--- config.mk ---
export PLATFORM = sky130hd
export DESIGN_NAME = dmem_port_arbiter_flat
export DESIGN_NICKNAME = d
export VERILOG_FILES = /design/src/rtl/dmem_port_arbiter_if.sv /design/src/rtl/dmem_port_arbiter.sv /design/src/flat_wrapper.sv
export SDC_FILE = /design/constraint.sdc
export NUM_CORES = 1
export LEC_CHECK = 0
export CAP_MARGIN = 20
export CORE_AREA = 2 2 384 386
export DETAILED_ROUTE_END_ITERATION = 12
export DIE_AREA = 0 0 386 388
export GPL_ROUTABILITY_DRIVEN = 0
export PLACE_DENSITY = 0.3
export SETUP_SLACK_MARGIN = 0.5
export SLEW_MARGIN = 20
export SYNTH_ARGS = -nofsm -noshare
export SYNTH_HDL_FRONTEND = slang
export SYNTH_SLANG_ARGS = --single-unit
--- constraint.sdc ---
create_clock -name clk -period 3 [get_ports clk]
set_input_delay 0.6 -clock clk [delete_from_list [all_inputs] [get_ports clk]]
set_output_delay 0.6 -clock clk [all_outputs]
set_load 0.05 [all_outputs]
--- src/rtl/dmem_port_arbiter_if.sv ---
// Requester-side bundle of the data-memory arbiter: per-requester request
// fields packed side by side, plus the shared registered response.
interface dmem_port_arbiter_if #(
  parameter int unsigned NREQ  = 4,
  parameter int unsigned LANES = 4,
  parameter int unsigned AW    = 8
) ();
  logic [NREQ-1:0]          req_valid;
  logic [NREQ-1:0]          req_we;
  logic [NREQ*AW-1:0]       req_addr;
  logic [NREQ*32*LANES-1:0] req_wdata;
  logic [NREQ-1:0]          req_ready;
  logic [NREQ-1:0]          rsp_valid;
  logic                     rsp_we;
  logic [32*LANES-1:0]      rsp_rdata;

  modport master (
    output req_valid, req_we, req_addr, req_wdata,
    input  req_ready, rsp_valid, rsp_we, rsp_rdata
  );

  modport slave (
    input  req_valid, req_we, req_addr, req_wdata,
    output req_ready, rsp_valid, rsp_we, rsp_rdata
  );
endinterface

--- src/rtl/dmem_port_arbiter.sv ---
// Round-robin arbiter sharing one single-ported vector data memory among NREQ
// requesters; one grant per cycle, one-cycle registered response.
module dmem_port_arbiter #(
  parameter int unsigned NREQ  = 4,
  parameter int unsigned LANES = 4,
  parameter int unsigned AW    = 8,
  parameter int unsigned SW    = 16
) (
  input  logic                clk,
  input  logic                reset,
  dmem_port_arbiter_if.slave  req_bus,
  output logic                mem_we,
  output logic [AW-1:0]       mem_addr,
  output logic [32*LANES-1:0] mem_wdata,
  input  logic [32*LANES-1:0] mem_rdata,
  output logic [SW-1:0]       stall_cnt
);
  localparam int unsigned DW = 32*LANES;
  localparam int unsigned IW = (NREQ > 1) ? $clog2(NREQ) : 1;

  logic [IW-1:0]   ptr;
  logic [IW-1:0]   ptr_nxt;
  logic [IW-1:0]   win;
  logic [IW-1:0]   cand;
  logic            found;
  logic [NREQ-1:0] grant;
  logic [NREQ-1:0] rsp_valid_q;
  logic            rsp_we_q;

  // Search starts at ptr and wraps; the first valid requester wins.
  always_comb begin
    found = 1'b0;
    win   = '0;
    cand  = '0;
    for (int unsigned k = 0; k < NREQ; k++) begin
      cand = IW'((32'(ptr) + k) % NREQ);
      if (!found && req_bus.req_valid[cand]) begin
        found = 1'b1;
        win   = cand;
      end
    end
    if (reset) found = 1'b0;
    grant = '0;
    if (found) grant[win] = 1'b1;
    ptr_nxt = (32'(win) == NREQ - 1) ? '0 : win + 1'b1;
  end

  // One-hot AND-OR mux; an empty grant vector leaves the port at zero.
  always_comb begin
    mem_we    = 1'b0;
    mem_addr  = '0;
    mem_wdata = '0;
    for (int unsigned k = 0; k < NREQ; k++) begin
      if (grant[k]) begin
        mem_we    = req_bus.req_we[k];
        mem_addr  = req_bus.req_addr[k*AW +: AW];
        mem_wdata = req_bus.req_wdata[k*DW +: DW];
      end
    end
  end

  always_ff @(posedge clk) begin
    if (reset) begin
      ptr         <= '0;
      rsp_valid_q <= '0;
      rsp_we_q    <= 1'b0;
      stall_cnt   <= '0;
    end else begin
      rsp_valid_q <= grant;
      rsp_we_q    <= mem_we;
      if (found) ptr <= ptr_nxt;
      if (|(req_bus.req_valid & ~grant) && stall_cnt != '1)
        stall_cnt <= stall_cnt + 1'b1;
    end
  end

  assign req_bus.req_ready = grant;
  assign req_bus.rsp_valid = rsp_valid_q;
  assign req_bus.rsp_we    = rsp_we_q;
  assign req_bus.rsp_rdata = (|rsp_valid_q && !rsp_we_q && !reset) ? mem_rdata : '0;
endmodule

--- src/flat_wrapper.sv ---
// flat-port wrapper written by rule: the top's interface ports become plain ports
module dmem_port_arbiter_flat 
#(
  parameter int unsigned NREQ  = 4,
  parameter int unsigned LANES = 4,
  parameter int unsigned AW    = 8,
  parameter int unsigned SW    = 16
)
  (clk, reset, mem_we, mem_addr, mem_wdata, mem_rdata, stall_cnt, req_bus_req_valid, req_bus_req_we, req_bus_req_addr, req_bus_req_wdata, req_bus_req_ready, req_bus_rsp_valid, req_bus_rsp_we, req_bus_rsp_rdata);
  dmem_port_arbiter_if #(.NREQ(NREQ), .LANES(LANES), .AW(AW)) req_bus_i ();
  input  logic clk;
  input  logic reset;
  output logic mem_we;
  output logic [AW-1:0] mem_addr;
  output logic [32*LANES-1:0] mem_wdata;
  input  logic [32*LANES-1:0] mem_rdata;
  output logic [SW-1:0] stall_cnt;
  input wire logic [$bits(req_bus_i.req_valid)-1:0] req_bus_req_valid;
  input wire logic [$bits(req_bus_i.req_we)-1:0] req_bus_req_we;
  input wire logic [$bits(req_bus_i.req_addr)-1:0] req_bus_req_addr;
  input wire logic [$bits(req_bus_i.req_wdata)-1:0] req_bus_req_wdata;
  output wire logic [$bits(req_bus_i.req_ready)-1:0] req_bus_req_ready;
  output wire logic [$bits(req_bus_i.rsp_valid)-1:0] req_bus_rsp_valid;
  output wire logic [$bits(req_bus_i.rsp_we)-1:0] req_bus_rsp_we;
  output wire logic [$bits(req_bus_i.rsp_rdata)-1:0] req_bus_rsp_rdata;
  assign req_bus_i.req_valid = req_bus_req_valid;
  assign req_bus_i.req_we = req_bus_req_we;
  assign req_bus_i.req_addr = req_bus_req_addr;
  assign req_bus_i.req_wdata = req_bus_req_wdata;
  assign req_bus_req_ready = req_bus_i.req_ready;
  assign req_bus_rsp_valid = req_bus_i.rsp_valid;
  assign req_bus_rsp_we = req_bus_i.rsp_we;
  assign req_bus_rsp_rdata = req_bus_i.rsp_rdata;
  dmem_port_arbiter #(.NREQ(NREQ), .LANES(LANES), .AW(AW), .SW(SW)) u_core (.clk(clk), .reset(reset), .req_bus(req_bus_i), .mem_we(mem_we), .mem_addr(mem_addr), .mem_wdata(mem_wdata), .mem_rdata(mem_rdata), .stall_cnt(stall_cnt));
endmodule
==> Word level (Yosys, flattened, before mapping) <==
Index checks and enable logic that the tools add are counted.
{ "classes": {"n_addsub": 5, "magnitude_cmp": 6, "n_eq_ne": 2, "n_mux": 34, "bitwise_logic": 2, "reduce_logical": 14} }
{ "ops": {"columns": ["cell", "n"], "rows": [
  ["128-bit two-way mux", 5],
  ["8-bit two-way mux", 4],
  ["16-bit by 1-bit adder with 16-bit output (second input constant)", 1],
  ["16-bit != test (second input constant)", 1],
  ["2-bit by 3-bit less-than comparator with 1-bit output (second input constant)", 5],
  ["1-bit two-way mux", 14],
  ["2-bit two-way mux", 5],
  ["1-bit binary-select mux with 2-bit select", 4],
  ["4-bit OR reduction", 2],
  ["1-bit logical AND", 7],
  ["1-bit zero test", 5],
  ["2-bit by 1-bit adder with 2-bit output (second input constant)", 2],
  ["2-bit adder (second input constant)", 2],
  ["4-bit AND", 1],
  ["4-bit two-way mux", 1],
  ["4-bit inverter", 1],
  ["1-bit demux with 2-bit select", 1],
  ["2-bit equality test (second input constant)", 1],
  ["2-bit by 1-bit >= comparator with 1-bit output (second input constant)", 1]
]} }
{ "word_totals": {"register_bits": 23, "input_bits": 682} }

==> Depth between registers and ports, before layout <==
Gate-level depths: netlist of the first run.
{ "logic_depth": {"word_depth": 21, "mapped_depth": 12, "mapped_depth_nobuf": 10} }

==> Least setup slack after synthesis of the first run <==
No wires, ideal clock.
{ "synth_path": {"path_type": "input-to-output", "from": "input req_bus_req_valid[2]", "to": "output mem_wdata[19]", "arrival_time_ps": 3054, "slack_ps": -654, "cell_stages": 11, "path_buffers": 3, "cell_sequence": "mux2i_1 -> nor2_1 -> nor3_1 -> ha_1 -> buf_2 -> clkbuf_1 -> clkbuf_1 -> a21oi_1 -> o21ai_0 -> mux2i_1 -> nor2_1"} }
{ "synth_via": {"elab_chain_cells": 21, "elab_cells_between_ends": 33} }
{ "synth_lines": {"columns": ["element", "line_no", "rtl"], "rows": [
  ["start, declared", "flat_wrapper.sv:18", "input wire logic [$bits(req_bus_i.req_valid)-1:0] req_bus_req_valid;"],
  ["1-bit binary-select mux with 2-bit select", "dmem_port_arbiter.sv:37", "if (!found && req_bus.req_valid[cand]) begin"],
  ["1-bit two-way mux (implied by the code)", "dmem_port_arbiter.sv:37", null],
  ["1-bit two-way mux", "dmem_port_arbiter.sv:37", null],
  ["1-bit zero test", "dmem_port_arbiter.sv:37", null],
  ["1-bit logical AND", "dmem_port_arbiter.sv:37", null],
  ["1-bit two-way mux", "dmem_port_arbiter.sv:37", null],
  ["1-bit zero test", "dmem_port_arbiter.sv:37", null],
  ["1-bit logical AND", "dmem_port_arbiter.sv:37", null],
  ["(+3 left out)", null, null],
  ["2-bit two-way mux", "dmem_port_arbiter.sv:37", null],
  ["2-bit by 3-bit less-than comparator with 1-bit output (implied by the code) or 2-bit by 1-bit >= comparator with 1-bit output (tied branches)", "dmem_port_arbiter.sv:44", "if (found) grant[win] = 1'b1;"],
  ["1-bit logical AND (implied by the code)", "dmem_port_arbiter.sv:44", null],
  ["1-bit two-way mux (implied by the code)", "dmem_port_arbiter.sv:44", null],
  ["1-bit demux with 2-bit select", null, null],
  ["4-bit two-way mux (*)", "dmem_port_arbiter.sv:44", null],
  ["128-bit two-way mux (3 in series)", "dmem_port_arbiter.sv:54", "if (grant[k]) begin"],
  ["128-bit two-way mux (*)", "dmem_port_arbiter.sv:54", null],
  ["end, declared", "flat_wrapper.sv:15", "output logic [32*LANES-1:0] mem_wdata;"]
]} }
Every way passes the cells marked *; elsewhere a longest branch is shown, timed or not. The select of a mux whose other input is x is not followed.

==> Worst setup path after layout of the first run <==
{ "layout_path": {"from": "input req_bus_req_valid[0]", "to": "output mem_wdata[44]"} }
The elaborated chain is that of the path after synthesis.

==> impl_metrics.env, run 1 <==
export IMPL_netlist_instances=1208
export IMPL_internal_power_mw=5.47
export IMPL_io_buffers=971
export IMPL_leakage_nw=9.81
export IMPL_power_mw=10.7
export IMPL_r2r_start="u_core.ptr[1]"
export IMPL_rsz0062_at_grt="yes"
export IMPL_setup_viol=148
export IMPL_grt_pass1_wl_um=122000
export IMPL_area_growth_pct=258
export IMPL_synth_cell_types=44
export IMPL_holdPathEnd="u_core.stall_cnt[7]"
export IMPL_hold_path_cell_count=2
export IMPL_setup_worst_path_end_class="output port"
export IMPL_grt_antenna_before_repair=67
export IMPL_initial_core_util_pct=5.14
export IMPL_cts_sinks=23
export IMPL_grt_pass1_vias=13400
export IMPL_wl_um=97900
export IMPL_fin_cells=4241
export IMPL_seqPwrFrac_pct=3.3
export IMPL_dp_hpwl_um=81900
export IMPL_nFillCells=16200
export IMPL_cp_required_ps=2400
export IMPL_drc=0
export IMPL_nets=2998
export IMPL_yosys_area_top_type="mux2i_1"
export IMPL_synth_edf_count=0
export IMPL_p_per_area_mw_per_mm2=402
export IMPL_vias_per_cell=3.13
export IMPL_dieArea_mm2=0.150
export IMPL_clk_pin_slew_ps=70
export IMPL_pwr_share_comb_pct=93.8
export IMPL_final_area_mm2=0.0267
export IMPL_synth_flop_cell="dfxtp_1"
export IMPL_die_h_um=388
export IMPL_cts_buffer_depth=2
export IMPL_path_max_fanout=8
export IMPL_fin_setup_tns_ps=-40670
export IMPL_reg2regPathDepth=16
export IMPL_insertion_delay_ps=270
export IMPL_fp_row_count=140
export IMPL_die_w_um=386
export IMPL_min_period_ps=3390
export IMPL_worstSetupStartpointType="primary input"
export IMPL_first_pass_iters=5
export IMPL_finClkSkew_ps=8.15
export IMPL_drive_gt1_share_pct=41.8
export IMPL_vdd_ir_drop_max_mv=0.194
export IMPL_clkPwrFrac_pct=2.9
export IMPL_cp_data_arrival_time_ps=2790
export IMPL_wl_per_cell_um=23.1
export IMPL_synthTopCellsByArea="mux2i_1, and3b_1, and2_1"
export IMPL_syn_area_mm2=0.00746
export IMPL_track_usage_pct=11.9
export IMPL_post_synth_top_count_cell="a21oi_1"
export IMPL_worstHoldStart="u_core.stall_cnt[7]"
export IMPL_status="complete, but fails checks"
export IMPL_drtAntennaViolNets=0
export IMPL_synth_common_cells="a21oi_1, nor2_1, nand2_1"
export IMPL_grt_max_degree=39
export IMPL_hold_class="reg -> reg"
export IMPL_cts_tree="done"
export IMPL_syn_nets=1895
export IMPL_htree_num_levels=1
export IMPL_place_inst=4126
export IMPL_fin_crit_sh_pct=113
export IMPL_maxSlewHeadroom_pct=60.5
export IMPL_yosys_area_top_type_share_pct=18.4
export IMPL_final_max_slew_violation_count=0
export IMPL_violations="negative setup slack"
export IMPL_avgSynthCellArea_um2=6.18
export IMPL_whs_ps=527
export IMPL_p_switching_mw=5.28
export IMPL_cts_hold_buf=0
export IMPL_seq_area_um2=469
export IMPL_vias=13300
export IMPL_setup_slack_ps=-392
export IMPL_io_pins=972
export IMPL_multiInputGateArea_mm2=0.00862
export IMPL_reg2reg_to="u_core.stall_cnt[7]"
export IMPL_root_buffer="clkbuf_16"
export IMPL_grt_overflow_total=0
export IMPL_ys_seq_area_share_pct=6.17
export IMPL_synthArstFlopShare_pct=0
export IMPL_synth_seq_cells=23
export IMPL_timing_fmax_ghz=0.295
export IMPL_numCtsBuffers=3
export IMPL_design_core_area_mm2=0.145
export IMPL_max_cap_violations=0
export IMPL_switching_share_pct=49.1
export IMPL_placed_cell_area_mm2=0.0232
export IMPL_synth_warnings=0
export IMPL_worst_setup_path_type="in -> out"
export IMPL_initialDrtViolationCount=345
export IMPL_hold_viol=0
export IMPL_r2r_slack_ps=-70
export IMPL_worstMarginPinSlew_ps=591
[registers in the layout, summed over array words and instances, names as in the netlist]
signal	flops
u_core.stall_cnt	16
u_core.ptr	2
u_core.req_bus.rsp_we	1
u_core.req_bus.rsp_valid	4
[area by class of cell]
cell class / instances / area share, %
inverters: 7 / 0.108
clock buffers: 4 / 0.295
flip-flops and latches: 23 / 1.75
multi-input cells: 1054 / 32.2
well taps: 1917 / 8.97
repair buffers: 1222 / 56.5
diodes: 14 / 0.131
[layer usage]
| metal | wire length (µm) | share of wire [%] | GRT usage (%) | vias up |
|---|---|---|---|---|
| met5 | 210 | 0.21 | 0 | - |
| li1 | - | - | - | 6423 |
| met4 | 1470 | 1.5 | 1.75 | 30 |
| met1 | 37800 | 39 | 13.7 | 6079 |
| met3 | 8000 | 8.2 | 3.45 | 119 |
| met2 | 50300 | 51 | 21.7 | 609 |
[worst max path at each step]
stage	to	cells past startpoint	from	slack, ps
2_1_floorplan	mem_wdata[19]	12	req_bus_req_valid[0]	-60
3_3_place_gp	mem_wdata[44]	15	req_bus_req_valid[0]	-1310
3_5_place_dp	mem_wdata[44]	15	req_bus_req_valid[0]	-1290
4_1_cts	mem_wdata[29]	13	u_core.ptr[1]	-510
5_1_grt	mem_wdata[38]	15	req_bus_req_valid[0]	-500
6_report	mem_wdata[44]	15	req_bus_req_valid[0]	-390
[worst max-delay path, stage by stage]
cell and delay, ps:
buf_12 90, a21oi_2 50, o21a_1 170, o22a_2 270, inv_4 90, ha_4 190, buf_12 170, buf_16 140
and3b_1 180, a21oi_1 120, o21ai_1 80, mux2i_2 240, buf_4 180, nor2_4 40, buf_6 150
[per-stage QoR]
stage / setup WS (ps) / utilization, %
global placement: -1310 / 16.0
detailed placement: -1290 / 16.0
CTS: -508 / 17.0
finish: -392 / 18.4
global route: -496 / 18.4
floorplan: -61.1 / -
[placed cells by master (no fill, tap or decap), types with 6 or more instances in the layout]
master | Yosys | layout
a21oi_1 | 154 | 61
a21oi_2 | 0 | 87
a21oi_4 | 0 | 6
and2_1 | 137 | 9
and2_4 | 0 | 128
and3b_1 | 134 | 132
buf_12 | 0 | 212
buf_16 | 0 | 13
buf_4 | 1 | 107
buf_6 | 1 | 106
buf_8 | 0 | 62
clkbuf_16 | 0 | 24
clkdlybuf4s50_1 | 0 | 697
dfxtp_1 | 23 | 18
diode_2 | 0 | 14
mux2i_1 | 137 | 111
mux2i_2 | 0 | 21
nand2_1 | 142 | 141
nor2_1 | 144 | 6
nor2_4 | 0 | 137
o21ai_0 | 140 | 18
o21ai_1 | 0 | 108
o21ai_2 | 0 | 13
[power groups by stage]
stage               Sequential (mW)  Combinational (mW)  Clock [mW]
floorplan                     0.393                4.38           0
global placement              0.353                8.31           0
detailed placement            0.353                8.27           0
CTS                           0.347                9.17       0.337
global route                  0.355                10.6       0.346
finish                        0.351                10.1       0.315
[kinds of logic after synthesis]
family	share of synthesized area, %
AOI/OAI and AO/OA	21.8
xor gates and xnor gates	0.117
adders and majority gates	0.839
buffers and inverters	7.14
DFF	6.17
muxes	18.4
and+or+nand+nor	45.5
[timing repair]
item,in CTS,in global routing
pin swaps,26,108
endpoints found under the setup margin,287,286
setup buffers,29,35
gates resized for setup,277,392
gates cloned,10,23
(Power assumes the default switching activity.)
==> run 2: changes to the inputs <==
--- a/config.mk
+++ b/config.mk
@@ -16,3 +16,4 @@
 export SYNTH_ARGS = -nofsm -noshare
 export SYNTH_HDL_FRONTEND = slang
 export SYNTH_SLANG_ARGS = --single-unit
+export TNS_END_PERCENT = 20
==> run 2 against run 1 <==
Compared with the run above:
- sequential power about the same
- the run still ends with negative setup slack left
- first-iteration DRC count grew 21%
- largest cell class unchanged
- worst setup slack worse by 220 ps
- global-route usage is 2.5 points higher
==> impl_metrics.env, run 2 (synthesized netlist as in run 1, its figures left out) <==
export IMPL_status="complete, but fails checks"
export IMPL_violations="negative setup slack"
export IMPL_cp_required_ps=2400
export IMPL_wl_um=114000
export IMPL_setup_worst_path_end_class="output port"
export IMPL_grt_max_degree=39
export IMPL_min_period_ps=3610
export IMPL_whs_ps=536
export IMPL_reg2reg_to="u_core.stall_cnt[12]"
export IMPL_root_buffer="clkbuf_16"
export IMPL_most_common_layout_cells="clkdlybuf4s50_1, buf_12, nand2_1"
export IMPL_wl_per_cell_um=26.7
export IMPL_setup_viol=143
export IMPL_reg2regPathDepth=15
export IMPL_drtAntennaViolNets=0
export IMPL_cts_buffer_depth=2
export IMPL_hold_class="reg -> reg"
export IMPL_drive_gt1_share_pct=38.3
export IMPL_insertion_delay_ps=270
export IMPL_grt_pass1_vias=13900
export IMPL_setup_slack_ps=-610
export IMPL_cts_hold_buf=0
export IMPL_io_buffers=971
export IMPL_timing_fmax_ghz=0.277
export IMPL_hold_viol=0
export IMPL_worstHoldStart="u_core.stall_cnt[9]"
export IMPL_final_max_slew_violation_count=0
export IMPL_finClkSkew_ps=3.45
export IMPL_fp_row_count=140
export IMPL_track_usage_pct=14.3
export IMPL_worstMarginPinSlew_ps=574
export IMPL_nets=3019
export IMPL_r2r_slack_ps=-30
export IMPL_grt_antenna_before_repair=73
export IMPL_rsz0062_at_grt="yes"
export IMPL_cts_sinks=23
export IMPL_worst_setup_path_type="in -> out"
export IMPL_fin_cells=4259
export IMPL_vias_per_cell=3.17
export IMPL_fin_crit_sh_pct=120
export IMPL_grt_overflow_total=0
export IMPL_initialDrtViolationCount=419
export IMPL_leakage_nw=9.83
export IMPL_grt_pass1_wl_um=142000
export IMPL_vdd_ir_drop_max_mv=0.159
export IMPL_largest_reg_flops=16
export IMPL_die_h_um=388
export IMPL_worstSetupStartpointType="primary input"
export IMPL_r2r_start="u_core.ptr[1]"
export IMPL_die_w_um=386
export IMPL_path_max_fanout=7
export IMPL_vias=13500
export IMPL_startpoint="req_bus_req_valid[0]"
export IMPL_maxSlewHeadroom_pct=61.6
export IMPL_io_pins=972
export IMPL_first_pass_iters=5
export IMPL_max_cap_violations=0
export IMPL_dp_hpwl_um=97900
export IMPL_drc=0
export IMPL_cts_tree="done"
export IMPL_numCtsBuffers=3
export IMPL_power_mw=11.0
export IMPL_nFillCells=16200
export IMPL_htree_num_levels=1
export IMPL_largest_register="u_core.stall_cnt"
export IMPL_final_common_cell="clkdlybuf4s50_1"
export IMPL_place_inst=4163
export IMPL_dieArea_mm2=0.150
export IMPL_p_per_area_mw_per_mm2=417
export IMPL_initial_core_util_pct=5.14
export IMPL_cp_data_arrival_time_ps=3010
export IMPL_cp_endpoint="mem_wdata[18]"
export IMPL_area_growth_pct=253
export IMPL_design_core_area_mm2=0.145
export IMPL_clk_pin_slew_ps=70
-- run 2: cell count changes in the layout (fill, tap and decap cells not counted), sizes merged --
cell / change
clkbuf: -21
diode: -3
buf: +42
bufbuf: -1
clkinvlp: +1
-- run 2: final cells by class --
cell class              count  area, µm²  share of cell area (%)
flip-flops and latches     23        462                    1.75
clock buffers               3       75.1                   0.285
repair buffers           1243      15600                    59.0
diodes                     11       27.5                   0.104
clock inverters             1       7.51                  0.0285
well taps                1917       2400                    9.10
multi-input cells        1054       7800                    29.6
inverters                   7       28.8                   0.109
-- run 2: how the worst min path moves through the flow --
stage,slack [ps],endpoint,cells past startpoint
after floorplan,480,u_core.ptr[0],2
after global placement,520,u_core.stall_cnt[9],2
after detailed placement,520,u_core.stall_cnt[12],2
after CTS,540,u_core.stall_cnt[7],2
after global routing,570,u_core.stall_cnt[14],2
final,540,u_core.stall_cnt[9],2
-- run 2: timing repair --
action / in CTS / in global routing
endpoints found under the setup margin: 287 / 227
pin swaps: 72 / 61
endpoints found under the hold margin: 0 / 0
cloned: 14 / 1
resized for setup: 355 / 240
buffers inserted: 50 / 16
-- run 2: power by group --
group	switching, mW	internal, mW	total (mW)
registers	0.0248	0.325	0.349
logic	5.24	5.07	10.3
clock network	0.137	0.182	0.318
-- run 2: worst max-delay path: stages --
cell and delay [ps]:
buf_8 100, buf_6 110, mux2i_1 120, nor2_1 70, nor3_2 190, buf_4 170
inv_4 40, ha_4 220, buf_12 180, buf_8 150, and3b_2 210, a21oi_4 220
o21ai_2 80, mux2i_2 230, nor2_2 70, clkbuf_16 180
-- run 2: metrics by stage --
step / setup slack (ps) / setup TNS [ps] / instance area [µm²] / util (%)
6_report: -610 / -62560 / 26400 / 18.2
5_1_grt: -738 / -84540 / 26300 / 18.1
4_1_cts: -605 / -68640 / 25500 / 17.5
3_5_place_dp: -1400 / -152690 / 23600 / 16.3
3_3_place_gp: -1440 / -156880 / 23600 / 16.3
2_1_floorplan: -376 / -33220 / 7900 / -
-- run 2: routing by layer --
| layer | GRT usage (%) | share of wire [%] |
|---|---|---|
| met5 | 0 | 0.21 |
| met4 | 0.743 | 1.1 |
| met3 | 4.06 | 7.5 |
| met2 | 25.9 | 50 |
| met1 | 17.4 | 41 |
